[src/rtl/pipeif_fetch.sv]
// Instruction-fetch stage: owns the PC, fetches over a req/ack memory port and
// registers inst/dpc4/dvalid for decode. Branches are delayed, so there is no flush:
// a redirect only retargets the fetch that comes after the slot instruction.
module pipeif_fetch #(
  parameter logic [31:0] RESET_PC = 32'h0000_0000,
  parameter int          CNT_W    = 32
) (
  input  logic             clock,
  input  logic             resetn,
  input  logic             wpcir,
  input  logic [1:0]       pcsource,
  input  logic [31:0]      bpc,
  input  logic [31:0]      jpc,
  input  logic [31:0]      rpc,
  output logic             imem_req,
  output logic [31:0]      imem_addr,
  input  logic             imem_ack,
  input  logic [31:0]      imem_rdata,
  output logic [31:0]      inst,
  output logic [31:0]      dpc4,
  output logic             dvalid,
  output logic [31:0]      pc,
  output logic [CNT_W-1:0] bubble_cnt
);

  typedef enum logic [1:0] {
    S_IDLE = 2'd0,
    S_REQ  = 2'd1,
    S_FULL = 2'd2
  } state_t;

  state_t           state_q, state_d;
  logic [31:0]      pc_q, pc_d;
  logic [31:0]      inst_q, inst_d;
  logic [31:0]      dpc4_q, dpc4_d;
  logic             dvalid_q, dvalid_d;
  logic [CNT_W-1:0] bubble_cnt_q, bubble_cnt_d;
  logic [31:0]      hold_inst_q, hold_inst_d;
  logic [31:0]      hold_pc4_q, hold_pc4_d;
  logic             hold_valid_q, hold_valid_d;
  logic [31:0]      redir_pc_q, redir_pc_d;
  logic             redir_valid_q, redir_valid_d;

  logic        id_adv;
  logic        redirect;
  logic [31:0] target;
  logic [31:0] pc_plus4;

  // Decode handshake, redirect qualification and target selection.
  always_comb begin
    id_adv   = ~wpcir;
    redirect = id_adv & dvalid_q & (pcsource != 2'b00);
    pc_plus4 = pc_q + 32'd4;
    unique case (pcsource)
      2'b01:   target = bpc;
      2'b10:   target = rpc;
      2'b11:   target = jpc;
      default: target = pc_plus4;
    endcase
  end

  // Next-state logic for the fetch FSM, PC, hold buffer and IF/ID register.
  always_comb begin
    state_d       = state_q;
    pc_d          = pc_q;
    inst_d        = inst_q;
    dpc4_d        = dpc4_q;
    dvalid_d      = dvalid_q;
    bubble_cnt_d  = bubble_cnt_q;
    hold_inst_d   = hold_inst_q;
    hold_pc4_d    = hold_pc4_q;
    hold_valid_d  = hold_valid_q;
    redir_pc_d    = redir_pc_q;
    redir_valid_d = redir_valid_q;

    unique case (state_q)
      S_IDLE: begin
        state_d = S_REQ;
        if (id_adv) begin
          inst_d       = 32'h0;
          dvalid_d     = 1'b0;
          bubble_cnt_d = bubble_cnt_q + CNT_W'(1);
        end
      end

      S_REQ: begin
        if (imem_ack) begin
          redir_valid_d = 1'b0;
          if (redirect) begin
            pc_d = target;
          end else if (redir_valid_q) begin
            pc_d = redir_pc_q;
          end else begin
            pc_d = pc_plus4;
          end
          if (id_adv) begin
            inst_d   = imem_rdata;
            dpc4_d   = pc_plus4;
            dvalid_d = 1'b1;
          end else begin
            hold_inst_d  = imem_rdata;
            hold_pc4_d   = pc_plus4;
            hold_valid_d = 1'b1;
            state_d      = S_FULL;
          end
        end else begin
          if (redirect) begin
            redir_pc_d    = target;
            redir_valid_d = 1'b1;
          end
          if (id_adv) begin
            inst_d       = 32'h0;
            dvalid_d     = 1'b0;
            bubble_cnt_d = bubble_cnt_q + CNT_W'(1);
          end
        end
      end

      S_FULL: begin
        if (redirect) begin
          pc_d = target;
        end
        if (id_adv) begin
          inst_d       = hold_inst_q;
          dpc4_d       = hold_pc4_q;
          dvalid_d     = 1'b1;
          hold_valid_d = 1'b0;
          state_d      = S_REQ;
        end
      end

      default: begin
        state_d = S_IDLE;
      end
    endcase
  end

  // State registers; reset abandons any outstanding request.
  always_ff @(posedge clock or negedge resetn) begin
    if (!resetn) begin
      state_q       <= S_IDLE;
      pc_q          <= RESET_PC;
      inst_q        <= 32'h0;
      dpc4_q        <= 32'h0;
      dvalid_q      <= 1'b0;
      bubble_cnt_q  <= '0;
      hold_inst_q   <= 32'h0;
      hold_pc4_q    <= 32'h0;
      hold_valid_q  <= 1'b0;
      redir_pc_q    <= 32'h0;
      redir_valid_q <= 1'b0;
    end else begin
      state_q       <= state_d;
      pc_q          <= pc_d;
      inst_q        <= inst_d;
      dpc4_q        <= dpc4_d;
      dvalid_q      <= dvalid_d;
      bubble_cnt_q  <= bubble_cnt_d;
      hold_inst_q   <= hold_inst_d;
      hold_pc4_q    <= hold_pc4_d;
      hold_valid_q  <= hold_valid_d;
      redir_pc_q    <= redir_pc_d;
      redir_valid_q <= redir_valid_d;
    end
  end

  // The request is held stable for the whole S_REQ residency.
  always_comb begin
    imem_req   = (state_q == S_REQ);
    imem_addr  = pc_q;
    inst       = inst_q;
    dpc4       = dpc4_q;
    dvalid     = dvalid_q;
    pc         = pc_q;
    bubble_cnt = bubble_cnt_q;
  end

endmodule

[config.mk]
export PLATFORM = sky130hd
export DESIGN_NAME = pipeif_fetch
export DESIGN_NICKNAME = d
export VERILOG_FILES = /design/src/rtl/pipeif_fetch.sv
export SDC_FILE = /design/constraint.sdc
export NUM_CORES = 1
export LEC_CHECK = 0
export ABC_AREA = 1
export CAP_MARGIN = 30
export CORE_ASPECT_RATIO = 1.25
export CORE_MARGIN = 3
export CORE_UTILIZATION = 45
export CTS_CLUSTER_SIZE = 8
export DETAILED_ROUTE_END_ITERATION = 16
export GPL_ROUTABILITY_DRIVEN = 0
export PLACE_DENSITY = 0.81
export SYNTH_ARGS = -nofsm -noshare
export SYNTH_HDL_FRONTEND = slang
export SYNTH_SLANG_ARGS = --single-unit
export TNS_END_PERCENT = 30
[constraint.sdc]
create_clock -name clock -period 1.9 [get_ports clock]
set_clock_uncertainty 0.1 [all_clocks]
set_input_delay 0.285 -clock clock [delete_from_list [all_inputs] [get_ports clock]]
set_output_delay 0.285 -clock clock [all_outputs]
set_load 0.03 [all_outputs]
### Word-level counts from Yosys, hierarchy flattened

Cells that the tools add are included.

| operators by class | value |
|---|---|
| add/sub/neg operators | 2 |
| reductions and logical operators | 14 |
| eq/ne operators | 12 |
| bitwise logic cells | 4 |
| mux-type cells | 28 |

Operator list:

| kind | count |
|---|---|
| 32-bit two-way mux | 13 |
| 32-bit one-hot mux with 2 select lines | 3 |
| 32-bit one-hot mux with 3 select lines | 2 |
| 32-bit by 1-bit adder with 32-bit output (second input constant) | 1 |
| 32-bit by 3-bit adder with 32-bit output (second input constant) | 1 |
| 3-bit AND reduction | 5 |
| 2-bit inequality test (second input constant) | 5 |
| 2-bit nonzero test | 4 |
| 2-bit == test (second input constant) | 3 |
| 2-bit two-way mux | 3 |
| 2-bit one-hot mux with 3 select lines | 1 |
| 1-bit two-way mux | 5 |
| 2-bit by 1-bit == test with 1-bit output (second input constant) | 2 |
| 2-bit AND reduction | 2 |
| 4-bit AND reduction | 1 |
| 3-bit inequality test (second input constant) | 1 |
| 1-bit one-hot mux with 3 select lines | 1 |
| 3-bit nonzero test | 1 |
| 1-bit AND | 2 |
| 2-bit zero test | 1 |
| 2-bit by 1-bit inequality test with 1-bit output (second input constant) | 1 |
| 1-bit NOT | 2 |

| word-level totals | value |
|---|---|
| bits of input ports | 134 |
| flip-flop bits (word level) | 228 |
| word-level logic and storage cells | 70 |

### Depth between registers and ports, before layout

| logic depth | value |
|---|---|
| depth after elaboration | 6 |
| gate-level depth with buffers | 12 |

### Worst setup path after synthesis

OpenSTA, ideal clock, no wires.

| timing path | value |
|---|---|
| path type | register to register |
| start point | register state_q[1] |
| end point | register bubble_cnt_q[22] (netlist: bubble_cnt[22]) |
| arrival time | 1997 ps |
| cell stages (with the launch flop) | 12 |
| buffers on the path | 0 |
| setup slack | -318 ps |
| cells stage by stage | dfrtp_1 -> inv_1 -> ha_1 -> inv_2 -> nand2_2 -> nand3_4 -> nor2_4 -> nand2_4 -> or2_1 -> or2_4 -> o21ai_1 -> nand2_1 |

| between the ends | value |
|---|---|
| cells in the longest elaborated chain, start to end | 3 |

Ends and longest elaborated chain:

| element | line | source |
|---|---|---|
| start: declaration | 32 | `state_t state_q, state_d;` |
| start signal: assignment | 153 | `state_q <= state_d;` |
| 2-bit by 1-bit == test with 1-bit output (*) | - |  |
| via imem_req | 15 | `output logic imem_req,` |
| 2-bit inequality test (no source line) or 2-bit nonzero test (tied branches) | - |  |
| 2-bit AND reduction (no source line) | - |  |
| end signal: assignment | 158 | `bubble_cnt_q <= bubble_cnt_d;` |
| end: declaration | 37 | `logic [CNT_W-1:0] bubble_cnt_q, bubble_cnt_d;` |

Mark *: on every way through the listed nets, which the timed path passes. The rest lies on a longest branch.
A chain may end at the register's enable or synchronous reset.

### Final worst setup path

| timing path | value |
|---|---|
| start point | register state_q[1] |
| end point | register bubble_cnt_q[22] (netlist: bubble_cnt[22]) |

| between the ends | value |
|---|---|
| cells in the longest elaborated chain, start to end | 3 |

Ends and longest elaborated chain:

| element | line | source |
|---|---|---|
| 2-bit by 1-bit == test with 1-bit output or 2-bit zero test (tied branches) | 76 | `unique case (state_q)` |
| 2-bit inequality test (no source line) or 2-bit nonzero test (tied branches) | - |  |
| 2-bit AND reduction (no source line) | - |  |

Several ways; a longest one is shown, not always the timed one.

==> flow_summary.ini <==
[routing]
first_iter_violations = 1148
drc_errors = 0
num_vias = 13400
routed_wl_mm = 43.4
via_per_inst = 5.54
final_antenna_net_count = 0
wire_per_inst_um = 18.0
drt_pre_antenna_iters = 8

[synth]
synth_area_per_cell_um2 = 7.43
synth_top_family_by_area = simple AND/OR/NAND/NOR gates
yosysUniqueCellTypes = 42
ys_ff_latch = 228
netlist_area_mm2 = 0.0123
synth_compound_area_frac = 0.144
yosys-top-cells-area = dfrtp_1 46%, nand2_1 15%, o21ai_0 5.9%, inv_1 5.6%, a21oi_1 3.9%
synth_xor_area_frac = 0.0285
synthCells = 1654
synth_seq_area_share = 0.464
ys_warn_count = 0
yosys.area_share.simple = 0.252
yosys.area.top_type = dfrtp_1
synth_adder_area_share = 0.00712
syn-num-nets = 1795
yosysTopAreaCellShare = 0.464
synthMuxAreaShare = 0

[cts]
clk_pin_slew_ns = 0.05
numClockSinks = 228
cts_root_buf = clkbuf_16
htreeDepth = 2
clk_latency_ns = 0.50
numCtsBuffers = 34
clk_path_buf_depth = 3
cts_tree = built

[floorplan]
core_region_area_mm2 = 0.0268
num_io_pins = 296
rows = 67
dieArea_mm2 = 0.0294
die_w_um = 154
die_y_um = 191
start_util = 0.458

[place]
dp_hpwl_mm = 29.1
dpl_cell_area_mm2 = 0.0165
portBuffers = 295
dp.cells = 2336
place_ws_ns = -0.354

[sta]
fin_setup_tns_ns = -1.62
finalHoldViolCount = 0
period_needed_ns = 2.03
period_share = 1.07
worst_slack_ns = -0.128
final-setup-viol-count = 46
clock.fmax_ghz = 0.493
slew_headroom = 0.667
finalMaxSlewViolations = 0
worstMarginPinSlew_ns = 0.495
rsz0062_at_grt = yes

[critical_path]
worst-setup-path-type = reg -> reg
cp_data_required_time_ns = 2.18
startpoint_type = flip-flop
cp.arrival_ns = 2.30
endpoint_kind = flip-flop
crit_fanout = 5

[pwr]
p_clk_frac = 0.177
swShare = 0.448
p_comb_frac = 0.553
p_leak_nw = 9.02
power.internal_mw = 16.9
ir_worst_vdd_v = 0.000948
seqPwrFrac = 0.269
power_switching_mw = 13.7
power_density_mw_per_mm2 = 1650

[layout]
regArea_mm2 = 0.00572
layout-drive-gt1-share = 0.200
final_util = 0.690
nNetsFinal = 2204
num_antenna_cells = 0
final_area_mm2 = 0.0185
nFillCells = 1976
area_growth_pct = 50.5
final_cell_count_no_fill = 2411
multi_input_area_mm2 = 0.00605

[outcome]
violations = setup timing
status = finished with violations

[global_routing]
antenna_found_initial = 0
grt_max_degree = 53
grt_pass1_wl_mm = 64.8
grt_pass1_vias = 13100
grtUsageTotal = 0.269
overflow = 0

[job]
cap_violations = 0

[hold_path]
hold_class = in -> async
-- metrics by stage --
stage / hold WS [ns] / total power [mW]
3_3_place_gp: 0.136 / 22.6
3_5_place_dp: 0.135 / 23.0
5_1_grt: 0.239 / 32.2
2_1_floorplan: -0.111 / 16.7
4_1_cts: 0.221 / 28.5
6_report: 0.206 / 30.5
-- critical path, cell delays in order, from the launching register on --
cell and delay (ns):
dfrtp_1 0.39, inv_2 0.11, buf_12 0.11, ha_4 0.12, inv_2 0.03, nand2_2 0.06, nand3_4 0.14, nor2_4 0.15
nand2_4 0.06, or2_1 0.22, or2_4 0.26, o21ai_2 0.11, nand2_1 0.05
-- sequential cells by signal, indices dropped and copies added (netlist names) --
signal and count:
bubble_cnt 32, dpc4 32, hold_inst_q 32, hold_pc4_q 32, imem_addr 32, inst 32
redir_pc_q 32, state_q 2, dvalid 1, redir_valid_q 1
-- per-layer routing --
metal | routed length (um) | global-route usage | vias up
li1 | - | - | 6093
met1 | 16200 | 0.326 | 6337
met2 | 21800 | 0.475 | 749
met3 | 3200 | 0.0420 | 173
met4 | 2120 | 0.115 | 0
met5 | 0 | 0 | -
-- synthesized netlist by cell type --
cell,count
clkbuf_1,42
nand2_2,2
a31oi_1,14
nand2_4,1
o2111a_1,1
xnor2_1,13
nor3_2,1
nand2_1,507
buf_4,34
inv_1,184
a21oi_1,95
o2111ai_1,3
nand3_2,1
or2_4,1
or2_2,1
clkinv_1,2
o22ai_1,34
buf_2,24
o21ai_0,145
o21bai_1,2
a41oi_1,3
o21ai_1,3
o211ai_1,2
nand3_4,1
ha_1,7
o21a_1,7
dfrtp_1,228
nand4_1,22
nor2_4,1
nor3_1,13
a211oi_1,1
inv_2,5
or2_1,1
xor2_1,27
a22o_1,9
a22oi_1,1
nor2_2,6
nand3b_1,2
a221oi_1,2
nor2_1,115
nand3_1,83
buf_1,8
-- cells by family after synthesis --
logic type                 Yosys count
adders and majority gates            7
AOI/OAI and AO/OA                  322
xor gates and xnor gates            40
and+or+nand+nor                    758
DFF                                228
buffers and inverters              299
-- what timing repair did --
item / 4_1_cts / 5_1_grt
resized for setup: 223 / 223
hold buffers: 1 / 0
endpoints found under the hold margin: 72 / 0
cloned: 3 / 4
setup buffers: 9 / 19
pin swaps: 15 / 53
setup endpoints to repair: 291 / 185
-- final timing paths --
| kind | from | endpoint | slack (ns) | cells after the start |
|---|---|---|---|---|
| setup / recovery | state_q[1]$_DFFE_PN0P_ | bubble_cnt[22]$_DFFE_PN0P_ | -0.13 | 12 |
| hold / removal | resetn | bubble_cnt[17]$_DFFE_PN0P_ | 0.21 | 2 |
| setup reg to reg | state_q[1]$_DFFE_PN0P_ | bubble_cnt[22]$_DFFE_PN0P_ | -0.13 | 12 |
| hold reg to reg | dpc4[28]$_DFFE_PN0P_ | dpc4[28]$_DFFE_PN0P_ | 0.38 | 2 |
| min in group clock | imem_rdata[28] | hold_inst_q[28]$_DFFE_PN0P_ | 0.31 | 3 |
| max in group asynchronous | resetn | hold_inst_q[17]$_DFFE_PN0P_ | 0.82 | 3 |
-- layout make-up --
cell class                 count  share of cell area
inverter                     191              0.0401
clock inverter                 2             0.00210
tap                          345              0.0233
clock buffer                  37              0.0477
multi-input combinational   1127               0.327
timing repair buffer         481               0.251
sequential                   228               0.309
-- cells in the final DEF, fill, tap and decap left out, drive strengths merged, types with 2 or more instances in the layout --
master	count
inv	190
buf	181
nand4	22
o22ai	34
clkdlybuf4s50	132
a221oi	2
o21ai	148
a41oi	3
clkdlybuf4s15	12
xnor2	13
nor2	122
clkbuf	48
o211ai	2
dfrtp	228
or2	3
ha	7
o21a	7
clkinv	2
dlymetal6s2s	13
nand3	85
a21oi	95
dlygate4sd2	130
a31oi	14
nand2	510
o21bai	2
xor2	27
o2111ai	3
nand3b	2
a22o	9
nor3	14
-- power groups by stage --
stage | Sequential, mW | Clock (mW) | Combinational [mW]
after global placement | 8.04 | 0 | 14.5
final | 8.22 | 5.42 | 16.9
after detailed placement | 8.13 | 0 | 14.9
after floorplan | 9.59 | 0 | 7.14
after global routing | 8.41 | 5.68 | 18.1
after CTS | 8.05 | 5.48 | 15.0
(Power assumes the default switching activity.)
